==> src/rtl/cpu_pkg.sv <==
// rtl/cpu_pkg.sv - shared pipeline types and constants for the fetch stage
package cpu_pkg;

    typedef enum logic [1:0] {
        FETCH  = 2'd0,
        WAIT   = 2'd1,
        HOLD   = 2'd2,
        HALTED = 2'd3
    } fetch_state_t;

    localparam logic [15:0] BUBBLE_INSTR = 16'h0000;
    localparam logic [3:0]  HALT_OPCODE  = 4'hF;
    localparam logic [15:0] PC_INC       = 16'd2;

    // Takes only the opcode field so callers decide which word is being decoded.
    function automatic logic is_halt(input logic [3:0] opcode, input logic [3:0] halt_op);
        return opcode == halt_op;
    endfunction

endpackage

==> src/rtl/if_id_reg.sv <==
// rtl/if_id_reg.sv - IF/ID pipeline register with load / hold / flush controls
module if_id_reg
    import cpu_pkg::*;
(
    input  logic        clk,
    input  logic        rst,
    input  logic        load,
    input  logic        flush,
    input  logic [15:0] load_instr,
    input  logic [15:0] load_pc,
    output logic [15:0] instruction,
    output logic [15:0] pc,
    output logic        valid
);

    // Load wins over flush; neither asserted means hold.
    always_ff @(posedge clk) begin
        if (rst) begin
            instruction <= BUBBLE_INSTR;
            pc          <= 16'h0000;
            valid       <= 1'b0;
        end else if (load) begin
            instruction <= load_instr;
            pc          <= load_pc;
            valid       <= 1'b1;
        end else if (flush) begin
            instruction <= BUBBLE_INSTR;
            pc          <= 16'h0000;
            valid       <= 1'b0;
        end
    end

endmodule

==> src/rtl/mod_if.sv <==
// rtl/mod_if.sv - instruction fetch stage: PC, imem handshake, IF/ID register
module mod_if #(
    parameter logic [15:0] RESET_PC    = 16'h0000,
    parameter logic [3:0]  HALT_OPCODE = cpu_pkg::HALT_OPCODE
) (
    input  logic        clk,
    input  logic        rst,
    input  logic        stall_in,
    input  logic        taken,
    input  logic [15:0] new_pc,
    output logic        imem_req,
    output logic [15:0] imem_addr,
    input  logic        imem_valid,
    input  logic [15:0] imem_data,
    output logic [15:0] instruction,
    output logic [15:0] pc,
    output logic        valid,
    output logic        halted
);
    import cpu_pkg::*;

    fetch_state_t state, state_next;
    logic [15:0]  pc_reg, pc_next, pc_plus;
    logic         redirect_pending, redirect_pending_next;
    logic [15:0]  redirect_pc, redirect_pc_next;
    logic [15:0]  hold_instr, hold_pc;
    logic         hold_capture;
    logic         ifid_load, ifid_flush;
    logic [15:0]  ifid_instr, ifid_pc;
    logic         data_is_halt, hold_is_halt;

    assign pc_plus      = pc_reg + PC_INC;
    assign data_is_halt = is_halt(imem_data[15:12], HALT_OPCODE);
    assign hold_is_halt = is_halt(hold_instr[15:12], HALT_OPCODE);

    always_ff @(posedge clk) begin
        if (rst) state <= FETCH;
        else     state <= state_next;
    end

    always_ff @(posedge clk) begin
        if (rst) begin
            pc_reg           <= RESET_PC;
            redirect_pending <= 1'b0;
            redirect_pc      <= 16'h0000;
            hold_instr       <= BUBBLE_INSTR;
            hold_pc          <= 16'h0000;
        end else begin
            pc_reg           <= pc_next;
            redirect_pending <= redirect_pending_next;
            redirect_pc      <= redirect_pc_next;
            if (hold_capture) begin
                hold_instr <= imem_data;
                hold_pc    <= pc_plus;
            end
        end
    end

    // Stall dominates taken: a stalled ID has not finalised its branch.
    always_comb begin
        state_next            = state;
        pc_next               = pc_reg;
        redirect_pending_next = redirect_pending;
        redirect_pc_next      = redirect_pc;
        hold_capture          = 1'b0;
        ifid_load             = 1'b0;
        ifid_flush            = 1'b0;
        ifid_instr            = imem_data;
        ifid_pc               = pc_plus;
        case (state)
            FETCH: begin
                if (!stall_in) begin
                    if (taken) begin
                        ifid_flush = 1'b1;
                        pc_next    = new_pc;
                    end else if (imem_valid) begin
                        ifid_load = 1'b1;
                        pc_next   = pc_plus;
                        if (data_is_halt) state_next = HALTED;
                    end else begin
                        ifid_flush = 1'b1;
                        state_next = WAIT;
                    end
                end
            end
            WAIT: begin
                if (imem_valid) begin
                    if (redirect_pending) begin
                        // Response belongs to the squashed path; the newest target wins.
                        ifid_flush            = !stall_in;
                        pc_next               = (taken && !stall_in) ? new_pc : redirect_pc;
                        redirect_pending_next = 1'b0;
                        state_next            = FETCH;
                    end else if (stall_in) begin
                        hold_capture = 1'b1;
                        state_next   = HOLD;
                    end else if (taken) begin
                        ifid_flush = 1'b1;
                        pc_next    = new_pc;
                        state_next = FETCH;
                    end else begin
                        ifid_load  = 1'b1;
                        pc_next    = pc_plus;
                        state_next = data_is_halt ? HALTED : FETCH;
                    end
                end else if (!stall_in) begin
                    ifid_flush = 1'b1;
                    if (taken) begin
                        redirect_pending_next = 1'b1;
                        redirect_pc_next      = new_pc;
                    end
                end
            end
            HOLD: begin
                if (!stall_in) begin
                    if (taken) begin
                        ifid_flush = 1'b1;
                        pc_next    = new_pc;
                    end else begin
                        ifid_load  = 1'b1;
                        ifid_instr = hold_instr;
                        ifid_pc    = hold_pc;
                        pc_next    = hold_pc;
                    end
                    state_next = (!taken && hold_is_halt) ? HALTED : FETCH;
                end
            end
            HALTED: begin
                state_next = HALTED;
            end
            default: begin
                state_next = FETCH;
            end
        endcase
    end

    always_comb begin
        imem_req  = !rst && (state == FETCH || state == WAIT);
        imem_addr = pc_reg;
        halted    = (state == HALTED);
    end

    if_id_reg u_if_id_reg (
        .clk         (clk),
        .rst         (rst),
        .load        (ifid_load),
        .flush       (ifid_flush),
        .load_instr  (ifid_instr),
        .load_pc     (ifid_pc),
        .instruction (instruction),
        .pc          (pc),
        .valid       (valid)
    );

endmodule

==> config.mk <==
export PLATFORM = sky130hd
export DESIGN_NAME = mod_if
export DESIGN_NICKNAME = d
export VERILOG_FILES = /design/src/rtl/cpu_pkg.sv /design/src/rtl/if_id_reg.sv /design/src/rtl/mod_if.sv
export SDC_FILE = /design/constraint.sdc
export NUM_CORES = 1
export LEC_CHECK = 0
export BUFFER_PORTS_ARGS = -buffer_cell sky130_fd_sc_hd__buf_2
export CORE_MARGIN = 5
export CORE_UTILIZATION = 60
export DETAILED_ROUTE_END_ITERATION = 8
export HOLD_SLACK_MARGIN = 0.03
export PLACE_DENSITY = 0.85
export SLEW_MARGIN = 20
export SYNTH_ARGS = -nofsm -noshare
export SYNTH_HDL_FRONTEND = slang
export SYNTH_SLANG_ARGS = --single-unit
==> constraint.sdc <==
create_clock -name clk -period 5.5 [get_ports clk]
set_clock_uncertainty 0.05 [all_clocks]
set_input_delay 0.275 -clock clk [delete_from_list [all_inputs] [get_ports clk]]
set_output_delay 0.275 -clock clk [all_outputs]
set_load 0.005 [all_outputs]
==> results of run 1 <==
[worst reg2reg max path, stage by stage, from the launching register on]
cell and delay (ps):
dfxtp_1 420, inv_1 100, ha_1 470, nand3_1 150, nor2_1 850, a221oi_1 230, o31a_1 190, o32ai_1 110
[power groups by stage]
stage | clock, mW | combinational, mW | sequential (mW)
2_1_floorplan | 0 | 0.604 | 0.921
3_3_place_gp | 0 | 0.807 | 0.944
4_1_cts | 0.478 | 0.842 | 0.932
6_report | 0.476 | 0.857 | 0.939
3_5_place_dp | 0 | 0.835 | 0.949
5_1_grt | 0.514 | 0.938 | 0.949
[cell type report]
class | instances | area, um^2 | area share, %
timing repair buffer | 91 | 465 | 8.60
clock inverter | 7 | 76.3 | 1.41
inverter | 12 | 45.0 | 0.832
clock buffer | 9 | 124 | 2.29
multi-input combinational | 426 | 2570 | 47.5
sequential | 100 | 2000 | 37.0
tap | 102 | 128 | 2.36
[logic make-up (layout without fill, tap and decap cells)]
kind of cell               count (synthesis)  after routing  share of synthesized area (%)
AOI/OAI and AO/OA                        185            185                           25.9
xor gates and xnor gates                  13             13                           2.38
adders and majority gates                  6              6                           1.57
buffers and inverters                     55            119                           4.80
DFF                                      100            100                           41.8
muxes                                     30             30                           6.26
and+or+nand+nor                          192            192                           17.3
[stage by stage]
stage / cells / setup slack [ps] / hold slack [ps] / power (mW)
floorplan: 581 / 3470 / 361 / 1.53
global placement: 731 / 3010 / 389 / 1.75
detailed placement: 731 / 2930 / 393 / 1.78
CTS: 747 / 2880 / 75.0 / 2.25
global route: 747 / 2600 / 70.9 / 2.40
finish: 747 / 2850 / 77.7 / 2.27
[cell usage in the layout (no fill, tap or decap), types with 3 or more instances in the layout]
cell,synthesis,layout
nand2_1,85,85
inv_8,0,3
a32oi_1,5,5
a221o_1,4,4
and2b_1,3,3
clkbuf_8,0,9
mux2i_1,30,30
nand2b_1,3,3
a32o_1,3,3
nand3_1,5,5
o21ai_0,26,26
a21oi_1,62,62
a2111oi_2,3,3
buf_2,13,87
buf_4,2,4
dfxtp_1,100,100
a22o_1,5,5
a21o_1,7,7
a211oi_1,11,11
o32ai_1,3,3
a221oi_1,3,3
nor3_1,9,9
inv_1,12,12
nor2_1,66,66
a31oi_1,9,9
a2bb2oi_1,20,20
and2_1,5,5
xnor2_1,11,11
o21ai_1,5,5
o21a_1,4,4
ha_1,6,6
[metal layers]
layer	up-vias	track usage, %	share of wire, %
met5	-	0	0
met4	0	6.83	1.4
met3	17	5.26	9.6
met1	2165	37.7	43
li1	2190	-	-
met2	233	41.5	46
[final timing paths]
kind / startpoint / to / depth (start not counted)
setup / recovery: state[0] / imem_addr[6] / 7
hold / removal: imem_data[7] / hold_instr[7] / 3
setup reg to reg: state[0] / imem_addr[6] / 7
hold reg to reg: hold_instr[8] / hold_instr[8] / 2
==> results.toml, run 1 <==
[routing]
drt-initial-drc-count = 463
drtPass1Iterations = 5
wirelength_mm = 13.1
vias = 4605
wl_per_cell_um = 17.5
drcViolationCount = 0
drt-vias-per-instance = 6.16
ant_nets = 0

[layout]
finish.utilization_pct = 69.7
final_nets = 683
fillers = 648
final_cell_area_um2 = 5410
drive_gt1_share_pct = 18.1
area_growth_pct = 12.9
antenna-diode-count = 0

[placed_design]
gp_congestion = 0.905
place_area_um2 = 5210
post-dp-hpwl_mm = 9.52
port_buffers = 87

[timing]
max_slew.worst_pin.slew_ps = 1080
fin_crit_sh_pct = 48.1
max_freq_mhz = 378
report.final.slew_viol_count = 0
slew_headroom_pct = 28.1
fin_crit_ps = 2650
timing_hold_violations_final = 0
setup_viol_count_final = 0
setup_tns_ps = 0
rsz0062_at_grt = "false"

[synthesis]
synth_most_common_cell = "dfxtp_1"
synth-edff-count = 0
synthTopCellsByArea = "dfxtp_1 (42%), nand2_1 (6.7%), a21oi_1 (6.5%)"
synth_top_area_cell = "dfxtp_1"
yosys-top-cells-count = "dfxtp_1 (100), nand2_1 (85), nor2_1 (66), a21oi_1 (62), mux2i_1 (30)"
postSynthNetCount = 624
synth-main-ff-cell = "dfxtp_1"
ys_ff_latch = 100
async_reset_ff_share_pct = 0
yosysWarnings = 0
syn-cell-area_um2 = 4790
seq_area_frac_synth_pct = 41.8
syn_avg_cell_area_um2 = 8.25
synth_top_area_share_pct = 41.8
synth.distinct_cells = 53
synth_cells = 581

[floorplanning]
initial_core_util_pct = 61.7
ios = 88
rows = 32
die_x_um = 99.4
fp.dieH_um = 99.4
coreArea_um2 = 7770
dieArea_um2 = 9880

[global_route]
antenna_found_initial = 0
grt_usage_pct = 26.5
grt-ovfl-total = 0
grt_pass1_vias = 4166
grt_max_degree = 52
grt_pass1_wl_mm = 21.3

[cts]
cts_resized = 0
postCtsSetupRepairBufs = 0
ctsHtreeMaxLevel = 3
cts_made_buffers = 9
clk_pin_slew_ps = 110
max-clock-path-buffers = 2
insertion_delay_ps = 380
cts_root_buffer = "clkbuf_8"
cts_tree = "built"
hold_buffers = 0
clock_sinks = 100

[worst_setup_path]
critPathMaxStageDelay_ps = 850
critPathLaunchType = "flip-flop"
crit_chain = "inv_1 > ha_1 > nand3_1 > nor2_1 > a221oi_1 > o31a_1 > o32ai_1"
crit_slowest_cell = "nor2_1"
crit_buf_inv = 1
r2r_slack_ps = 2850
worstPathArrival_ps = 2890
path_class = "reg2reg"
crit_path_end_kind = "flip-flop"
critPathTopFamily = "simple AND/OR/NAND/NOR gates"
cp_max_fo = 15
worstPathRequired_ps = 5740

[power_and_ir_drop]
clock_power_share_pct = 21.0
cell_internal_pwr_mw = 1.33
p_leak_nw = 2.13
swShare_pct = 41.5
vdd_drop_max_v = 0.000268
pwr-share-seq_pct = 41.3
switching_power_mw = 0.944
p_comb_share_pct = 37.7
power_density_nw_per_um2 = 420

[worst_hold_path]
hold_path_class = "in2reg"

[run_status]
status = "completed"

[run]
max_cap_viol_count = 0
Power figures use the tool's default switching activity.
==> run 2, diff against run 1 <==
- CORE_UTILIZATION: 60 -> 50
- PLACE_DENSITY: 0.85 -> 0.76
- clock period: 5.5 -> 2.3 ns (I/O delays scaled with it)
==> run 2 against run 1 <==
  * Setup slack worse by 2800 ps
  * Critical path depth is 1 higher
  * Worst hold slack better by 130 ps
  * Non-clock buffer count is 50 higher
  * Clock power grew to 2.9 times the previous value
  * Design area is 11% higher
  * Global-route usage is 2.3 points lower
  * Total power grew to 2.6 times the previous value
  * Core utilization is 5.2 points lower
  * Largest power group is now combinational logic
  * Highest routed layer unchanged
==> results.toml, run 2 (synthesis gave the netlist of run 1 again) <==
[routing]
vias = 4755
wirelength_mm = 13.9
drt-initial-drc-count = 524
drcViolationCount = 0
drtPass1Iterations = 6
wl_per_cell_um = 16.9
ant_nets = 0
drt-vias-per-instance = 5.77

[power_and_ir_drop]
p_leak_nw = 2.38
vdd_drop_max_v = 0.000557
power_mw = 5.91
swShare_pct = 38.1
clock_power_share_pct = 23.7
p_comb_share_pct = 38.6
cell_internal_pwr_mw = 3.66
switching_power_mw = 2.25
pwr-share-seq_pct = 37.7
power_density_nw_per_um2 = 987

[placed_design]
port_buffers = 87
place_area_um2 = 5370
gp_congestion = 0.900
pre_cts_ws_ps = 18.4
post-dp-hpwl_mm = 9.77

[worst_setup_path]
crit_path_end_kind = "flip-flop"
timing.rr.start = "state[1]"
critPathLaunchType = "flip-flop"
worstPathArrival_ps = 2490
r2r_slack_ps = 70
worstPathRequired_ps = 2570
path_class = "reg2reg"
crit-reg2reg-capture = "u_if_id_reg.pc[12]"
critPathTopFamily = "compound AO/OA/AOI/OAI gates"
cp_max_fo = 11
crit_slowest_cell = "a2111o_1"
crit_buf_inv = 2
ff2ff_path_depth = 8
critPathMaxStageDelay_ps = 450
crit_chain = "inv_1 > ha_2 > and2b_1 > o21ai_1 > a2111o_1 > buf_4 > a2111oi_2 > a21o_1"

[layout]
final_nets = 733
final_cell_mix = "dfxtp_1 (100), buf_2 (87), nand2_1 (84)"
drive_gt1_share_pct = 19.9
final_cell_area_um2 = 5990
area_growth_pct = 25.0
ff_latch_area_um2 = 2000
finish.utilization_pct = 64.5
fillers = 811
antenna-diode-count = 0
multi_input_area_um2 = 2590
layout_commonest_cell = "dfxtp_1"

[timing]
max_freq_mhz = 449
setup_tns_ps = 0
fin_crit_ps = 2230
timing_hold_violations_final = 0
fin_crit_sh_pct = 96.8
fin_ws_ps = 72.9
report.final.slew_viol_count = 0
setup_viol_count_final = 0
rsz0062_at_grt = "true"
max_slew.worst_pin.slew_ps = 653
slew_headroom_pct = 56.1

[cts]
max-clock-path-buffers = 2
cts_root_buffer = "clkbuf_8"
clk_pin_slew_ps = 100
insertion_delay_ps = 360
clock_sinks = 100
ctsHtreeMaxLevel = 3
cts_tree = "built"
cts_made_buffers = 9

[worst_hold_path]
holdPathEnd = "state[1]"
hold_path_class = "in2reg"
holdPathStages = 5
min_from = "stall_in"

[run_status]
status = "completed"

[global_route]
grt_max_degree = 51
grt_pass1_vias = 4436
grt-ovfl-total = 0
grt_usage_pct = 24.2
antenna_found_initial = 0
grt_pass1_wl_mm = 22.7

[floorplanning]
coreArea_um2 = 9280
rows = 35
dieArea_um2 = 11600
initial_core_util_pct = 51.6
die_x_um = 108
ios = 88
fp.dieH_um = 108

[run]
max_cap_viol_count = 0
[run 2: cell types whose count changed in the layout (fill, tap and decap cells not counted), moves of 2 or more]
| cell | previous run | this run |
|---|---|---|
| inv_8 | 3 | 1 |
| buf_4 | 4 | 19 |
| ha_2 | 0 | 2 |
| dlygate4sd3_1 | 0 | 34 |
| ha_1 | 6 | 4 |
| bufinv_16 | 0 | 3 |
[run 2: worst register-to-register path, delay by kind of cell (launching register included)]
family                     cells  cell delay [ps]
AOI/OAI and AO/OA              4              950
DFF                            1              360
buffers and inverters          2              290
adders and majority gates      1              290
and+or+nand+nor                1              220
[run 2: layout make-up]
| class | instances | share of cell area (%) |
|---|---|---|
| well taps | 129 | 2.69 |
| flip-flops and latches | 100 | 33.4 |
| repair buffers | 141 | 15.7 |
| clock buffers | 10 | 2.30 |
| clock inverters | 6 | 1.96 |
| inverters | 12 | 0.752 |
| multi-input cells | 426 | 43.2 |
[run 2: worst max-delay path by stage]
| stage | startpoint | to | slack [ps] | cells past startpoint |
|---|---|---|---|---|
| 2_1_floorplan | state[0] | imem_addr[15] | 270 | 9 |
| 3_3_place_gp | state[0] | imem_addr[9] | 130 | 7 |
| 3_5_place_dp | state[1] | u_if_id_reg.instruction[12] | 20 | 8 |
| 4_1_cts | state[0] | imem_addr[6] | 30 | 7 |
| 5_1_grt | state[1] | u_if_id_reg.pc[12] | -40 | 8 |
| 6_report | state[1] | u_if_id_reg.pc[12] | 70 | 8 |
[run 2: what timing repair did]
item                                   4_1_cts  5_1_grt
hold buffers                                34        0
endpoints found under the hold margin       36        0
setup endpoints to repair                    6       33
pin swaps                                    0        1
buffers inserted                             0        1
resized for setup                            1        5
[run 2: per-stage QoR]
stage | hold WS, ps | std cells
floorplan | 201 | 581
global placement | 304 | 773
detailed placement | 322 | 773
CTS | 203 | 823
global route | 222 | 824
finish | 212 | 824
[run 2: per-layer routing]
layer	up-vias	global-route usage, %	routed length [um]	share of wire, %
met2	214	38.1	6260	45
met4	0	6.85	247	1.8
met5	-	0	0	0
met3	29	3.60	955	6.8
li1	2282	-	-	-
met1	2230	34.5	6480	46
[run 2: power by group through the flow]
stage          sequential (mW)  clock (mW)  combinational (mW)
2_1_floorplan             2.20           0                1.44
3_3_place_gp              2.24           0                2.08
3_5_place_dp              2.25           0                2.13
4_1_cts                   2.21        1.42                2.20
5_1_grt                   2.26        1.49                2.47
6_report                  2.23        1.40                2.28
